===== config.mk =====
export PLATFORM = sky130hd
export DESIGN_NAME = fu_wb_arbiter
export DESIGN_NICKNAME = d
export VERILOG_FILES = /design/src/rtl/fu_wb_arbiter.sv
export SDC_FILE = /design/constraint.sdc
export NUM_CORES = 2
export LEC_CHECK = 0
export CORE_AREA = 2 2 438 440
export DETAILED_ROUTE_END_ITERATION = 12
export DIE_AREA = 0 0 440 442
export SLEW_MARGIN = 20
export SYNTH_ARGS = -nofsm -noshare
export SYNTH_HDL_FRONTEND = slang
export SYNTH_SLANG_ARGS = --single-unit

===== constraint.sdc =====
create_clock -name clk -period 54.3 [get_ports clk]
set_input_delay 13.575 -clock clk [delete_from_list [all_inputs] [get_ports clk]]
set_output_delay 13.575 -clock clk [all_outputs]
set_load 0.02 [all_outputs]

===== src/rtl/fu_wb_arbiter.sv =====
// Purpose : serialise completion results from NUM_FU functional units onto one
//           writeback/ROB-complete port via per-FU holding slots and a
//           round-robin arbiter feeding a registered output stage.
// Latency : fu_out_valid in cycle N -> wb_valid in cycle N+2 when uncontended;
//           one entry per cycle sustained.
// Backpressure: wb_ready low freezes the output stage; a full slot that is not
//           granted raises fu_stall[i] combinationally so FU i holds its result.
//
// Ports:
//   clk, rst            clock, asynchronous active-high reset
//   flush               synchronous flush, drops all held results
//   fu_out_*            per-FU result presentation (valid, id, lanes, PRNs)
//   fu_stall            per-FU hold request
//   wb_valid/wb_ready   output handshake
//   wb_*                registered writeback entry and its source FU index
module fu_wb_arbiter #(
    parameter int NUM_FU       = 4,
    parameter int INST_ID_BITS = 6,
    parameter int PRN_BITS     = 6,
    parameter int MAX_OPERANDS = 3,
    localparam int IDX_BITS    = $clog2(NUM_FU)
) (
    input  logic                                          clk,
    input  logic                                          rst,
    input  logic                                          flush,
    input  logic [NUM_FU-1:0]                             fu_out_valid,
    input  logic [NUM_FU-1:0][INST_ID_BITS-1:0]           fu_out_inst_id,
    input  logic [NUM_FU-1:0][MAX_OPERANDS-1:0][63:0]     fu_out_data,
    input  logic [NUM_FU-1:0][MAX_OPERANDS-1:0]           fu_out_data_valid,
    input  logic [NUM_FU-1:0][MAX_OPERANDS-1:0][PRN_BITS-1:0] fu_out_prn,
    output logic [NUM_FU-1:0]                             fu_stall,
    output logic                                          wb_valid,
    input  logic                                          wb_ready,
    output logic [INST_ID_BITS-1:0]                       wb_inst_id,
    output logic [MAX_OPERANDS-1:0][PRN_BITS-1:0]         wb_prn,
    output logic [MAX_OPERANDS-1:0][63:0]                 wb_data,
    output logic [MAX_OPERANDS-1:0]                       wb_data_valid,
    output logic [IDX_BITS-1:0]                           wb_fu_idx
);

    // Holding slots, one per FU
    logic [NUM_FU-1:0]                                 slot_valid;
    logic [NUM_FU-1:0][INST_ID_BITS-1:0]               slot_inst_id;
    logic [NUM_FU-1:0][MAX_OPERANDS-1:0][63:0]         slot_data;
    logic [NUM_FU-1:0][MAX_OPERANDS-1:0]               slot_data_valid;
    logic [NUM_FU-1:0][MAX_OPERANDS-1:0][PRN_BITS-1:0] slot_prn;

    logic [IDX_BITS-1:0] rr_ptr;
    logic                out_free;
    logic                grant_vld;
    logic [IDX_BITS-1:0] grant_idx;
    logic [IDX_BITS-1:0] scan_idx;
    logic [NUM_FU-1:0]   grant_oh;
    logic [NUM_FU-1:0]   capture;
    logic [IDX_BITS-1:0] rr_next;

    assign out_free = !wb_valid || wb_ready;

    // Round-robin search starting at rr_ptr; first valid slot wins.
    always_comb begin
        grant_vld = 1'b0;
        grant_idx = '0;
        scan_idx  = '0;
        for (int k = 0; k < NUM_FU; k++) begin
            scan_idx = IDX_BITS'((int'(rr_ptr) + k) % NUM_FU);
            if (!grant_vld && slot_valid[scan_idx] && out_free && !flush) begin
                grant_vld = 1'b1;
                grant_idx = scan_idx;
            end
        end
    end

    always_comb begin
        grant_oh = '0;
        if (grant_vld) begin
            grant_oh[grant_idx] = 1'b1;
        end
    end

    // A granted slot frees this cycle, so its FU may hand over the next
    // result immediately. Flush forces stall low so FUs are not held.
    assign fu_stall = slot_valid & ~grant_oh & {NUM_FU{~flush}};
    assign capture  = fu_out_valid & ~fu_stall & {NUM_FU{~flush}};

    // Explicit wrap keeps non-power-of-two NUM_FU correct.
    assign rr_next = (grant_idx == IDX_BITS'(NUM_FU - 1)) ? '0
                                                           : grant_idx + IDX_BITS'(1);

    always_ff @(posedge clk or posedge rst) begin
        if (rst) begin
            slot_valid      <= '0;
            slot_inst_id    <= '0;
            slot_data       <= '0;
            slot_data_valid <= '0;
            slot_prn        <= '0;
        end else begin
            for (int i = 0; i < NUM_FU; i++) begin
                if (flush) begin
                    slot_valid[i] <= 1'b0;
                end else if (capture[i]) begin
                    // Covers capture-while-granted: old contents leave via
                    // the output stage, new contents take the slot.
                    slot_valid[i]      <= 1'b1;
                    slot_inst_id[i]    <= fu_out_inst_id[i];
                    slot_data[i]       <= fu_out_data[i];
                    slot_data_valid[i] <= fu_out_data_valid[i];
                    slot_prn[i]        <= fu_out_prn[i];
                end else if (grant_oh[i]) begin
                    slot_valid[i] <= 1'b0;
                end
            end
        end
    end

    always_ff @(posedge clk or posedge rst) begin
        if (rst) begin
            rr_ptr        <= '0;
            wb_valid      <= 1'b0;
            wb_inst_id    <= '0;
            wb_prn        <= '0;
            wb_data       <= '0;
            wb_data_valid <= '0;
            wb_fu_idx     <= '0;
        end else if (flush) begin
            wb_valid <= 1'b0;
        end else if (grant_vld) begin
            wb_valid      <= 1'b1;
            wb_inst_id    <= slot_inst_id[grant_idx];
            wb_prn        <= slot_prn[grant_idx];
            wb_data       <= slot_data[grant_idx];
            wb_data_valid <= slot_data_valid[grant_idx];
            wb_fu_idx     <= grant_idx;
            rr_ptr        <= rr_next;
        end else if (wb_valid && wb_ready) begin
            // Data fields intentionally keep their last value.
            wb_valid <= 1'b0;
        end
    end

endmodule


==> run_results.csv <==
group,metric,value,unit
routing,vias,34406,
synthesis,syn_avg_cell_area,13.6,sq um
synthesis,synth-main-ff-cell,"dfrtp_1",
worst_setup_path,crit_required,40.72,ns
timing,setup_viol,0,
cts,cts_hold_repair.buffers,0,
flow_run,drv_cap,0,
worst_setup_path,cp_max_fo,34,
timing,holdWs,0.480,ns
timing,hold_viol_final,0,
synthesis,synthArstFlopShare,100,%
synthesis,synth-simple-area-share,3.81,%
cts,clk-insertion-delay-late,0.78,ns
synthesis,synth_edf_count,0,
synthesis,ys_top_cells_by_area,"dfrtp_1 (59%), mux2_2 (21%), a211oi_1 (4.2%)",
cts,cts_tree,"done",
worst_setup_path,arrival,17.62,ns
cts,clock-sinks,1104,
routing,first_pass_iters,5,
min_path,hold_path.class,"flip-flop to flip-flop",
cts,cts_root_buf,"clkbuf_16",
placed_design,dp_hpwl,130000,um
synthesis,synth_area,47000,sq um
floorplanning,die_height,442,um
placed_design,place_ws,23.18,ns
worst_setup_path,cp-start-kind,"input port",
routing,drc,0,
worst_setup_path,cp-end-kind,"primary output",
timing,fin_crit,31.19,ns
synthesis,synth_top_area_cell,"dfrtp_1",
power,p_per_area,42.6,nW/um^2
worst_setup_path,crit_type,"input port to primary output",
synthesis,synthXorXnorAreaFrac,0,%
cts,htreeDepth,4,
grt,grt.total_usage,18.8,%
synthesis,synth_seq_area_share,58.8,%
routing,wl,188000,um
synthesis,synthMuxAreaShare,24.7,%
floorplanning,rows,160,
floorplanning,initial_core_util,24.8,%
synthesis,ys_types,40,
placed_design,io_buffers,1109,
timing,final.setup.tns,0,ns
routing,avgViaCountPerCell,4.80,
cells_and_area,area_growth,39.1,%
power,peakVddDrop,27.0,uV
cts,cts_setup_buffers,0,
synthesis,synthDominantCellAreaShare,58.8,%
synthesis,synth_cells,3459,
floorplanning,die_x,440,um
synthesis,yosys_register_bits,1104,
synthesis,synth_fa_ha_area_share,0.0532,%
outcome,status,"complete, no violations",
placed_design,place_congestion,0.900,
timing,final_max_slew_viol_count,0,
timing,fmax,0.0321,GHz
timing,grt_setup_unrepaired,"false",
power,p_leak,26.0,nW
grt,grt_max_degree,155,
cts,cts_buffer_depth,3,
grt,grt.overflow.total,0,
timing,fin_ws,23.11,ns
floorplanning,core-area,190000,sq um
routing,wl_per_cell,26.2,um
timing,slew_headroom,20.1,%
synthesis,synth_compound_area_share,10.0,%
floorplanning,dieArea,194000,sq um
synthesis,yosys_warnings,0,
grt,antenna_found_initial,68,
floorplanning,io_pins,1110,
cts,cts-buffers-inserted,133,
timing,worst_slew_pin_slew,1.20,ns
timing,period_share,57.4,%
synthesis,synthesis.nets,4345,
timing,skew,0.0325,ns
power,power,0.00278,W
cells_and_area,layout-drive-gt1-share,25.4,%
cts,clkSlewWorstSetupHoldPaths,0.06,ns
synthesis,synth_top_family_by_area,"multiplexers",
worst_setup_path,ff2ff_setup_slack,48.32,ns
cells_and_area,utilization,34.5,%
routing,final_antenna_net_count,0,
cells_and_area,final_net_count,5372,
grt,grt_pass1_vias,35467,
cts,cts_resized,0,
routing,drtIter0Drc,2025,
grt,grt_pass1_wl,265000,um
flip-flops by register name, summed over array words and instances (netlist names):
name and cells:
slot_data 768, wb_data 192, slot_prn 72, slot_inst_id 24, wb_prn 18, slot_data_valid 12
wb_inst_id 6, slot_valid 4, wb_data_valid 3, rr_ptr 2, wb_fu_idx 2, wb_valid 1
placed cells by master, fill, tap and decap left out, types with 3 or more instances in the layout:
cell and count:
buf_4 50, bufinv_16 5, a21oi_1 5, dfrtp_1 1104, clkinv_16 3, nor2b_1 132, o221ai_1 87, clkbuf_16 136
a211oi_1 264, clkinv_8 4, clkinv_4 3, buf_12 9, a2111oi_0 132, nor2_1 4, mux2_2 876, clkinvlp_4 9
mux2i_1 176, clkdlybuf4s50_1 1109, inv_6 6, clkinv_2 18, clkbuf_8 34, inv_1 5, clkbuf_1 23, o21ai_0 135
diode_2 59, nand2_1 229
worst paths after layout:
| check | end | startpoint | cells after the start |
|---|---|---|---|
| max reg2reg | slot_data[99] | wb_valid | 11 |
| min | wb_fu_idx[1] | wb_fu_idx[1] | 2 |
| max | fu_stall[0] | wb_ready | 9 |
| min in group asynchronous | slot_data[550] | rst | 2 |
| min reg2reg | wb_fu_idx[1] | wb_fu_idx[1] | 2 |
| max in group asynchronous | slot_data[204] | rst | 6 |
per-stage QoR:
| stage | std cells | cell area [sq um] |
|---|---|---|
| 2_1_floorplan | 3459 | 47000 |
| 3_3_place_gp | 6862 | 60700 |
| 3_5_place_dp | 6862 | 60700 |
| 4_1_cts | 7104 | 65200 |
| 5_1_grt | 7157 | 65400 |
| 6_report | 7163 | 65400 |
metal layers:
layer  vias to the layer above  global-route usage (%)  part of all wire, %
li1                      14973                       -                    -
met1                     17929                    22.2                   39
met2                      1158                    31.0                   49
met3                       332                    5.64                  7.5
met4                        14                    8.72                  3.7
met5                         -                       0                0.052
area by class of cell:
type	instances	area (sq um)
Timing Repair Buffer	1168	11700
Clock inverter	49	576
Sequential cell	1104	27600
Antenna cell	59	148
Multi-Input combinational cell	2070	18200
Inverter	9	51.3
Clock buffer	193	3960
Tap cell	2511	3140
Fill cell	18561	124000
synthesized netlist by cell type (2+ instances only):
master     number
a2111oi_0     132
a211oi_1      265
a21o_1          2
a21oi_1         7
and2_1          2
and3_1          2
buf_1           3
buf_2          72
buf_4          12
buf_6           3
clkbuf_1      185
dfrtp_1      1104
ha_1            2
inv_1           6
inv_2           2
mux2_2        876
mux2i_1       176
nand2_1       229
nand2b_1        2
nor2_1          5
nor2b_1       132
o211ai_1        2
o21ai_0       135
o221ai_1       87
kinds of logic after synthesis:
logic type,count (synthesis)
AO/OA/AOI/OAI,638
flip-flops,1104
AND/OR/NAND/NOR,378
buffers and inverters,285
adder cells (fa/ha/maj),2
multiplexers,1052
critical path, stage by stage:
cell and delay (ns):
clkdlybuf4s50_1 0.67, nand2b_1 0.30, and2_1 0.40, and2_4 0.38
inv_6 0.19, buf_4 0.43, ha_1 0.38, a211oi_1 0.46
clkdlybuf4s50_1 0.76
where the power goes:
part / switching [W] / internal [W]
sequential: 0.000133 / 0.00102
clock: 0.000384 / 0.000536
combinational: 0.000357 / 0.000352
total: 0.000874 / 0.00191
No activity file was read; power rests on OpenSTA's default activity.
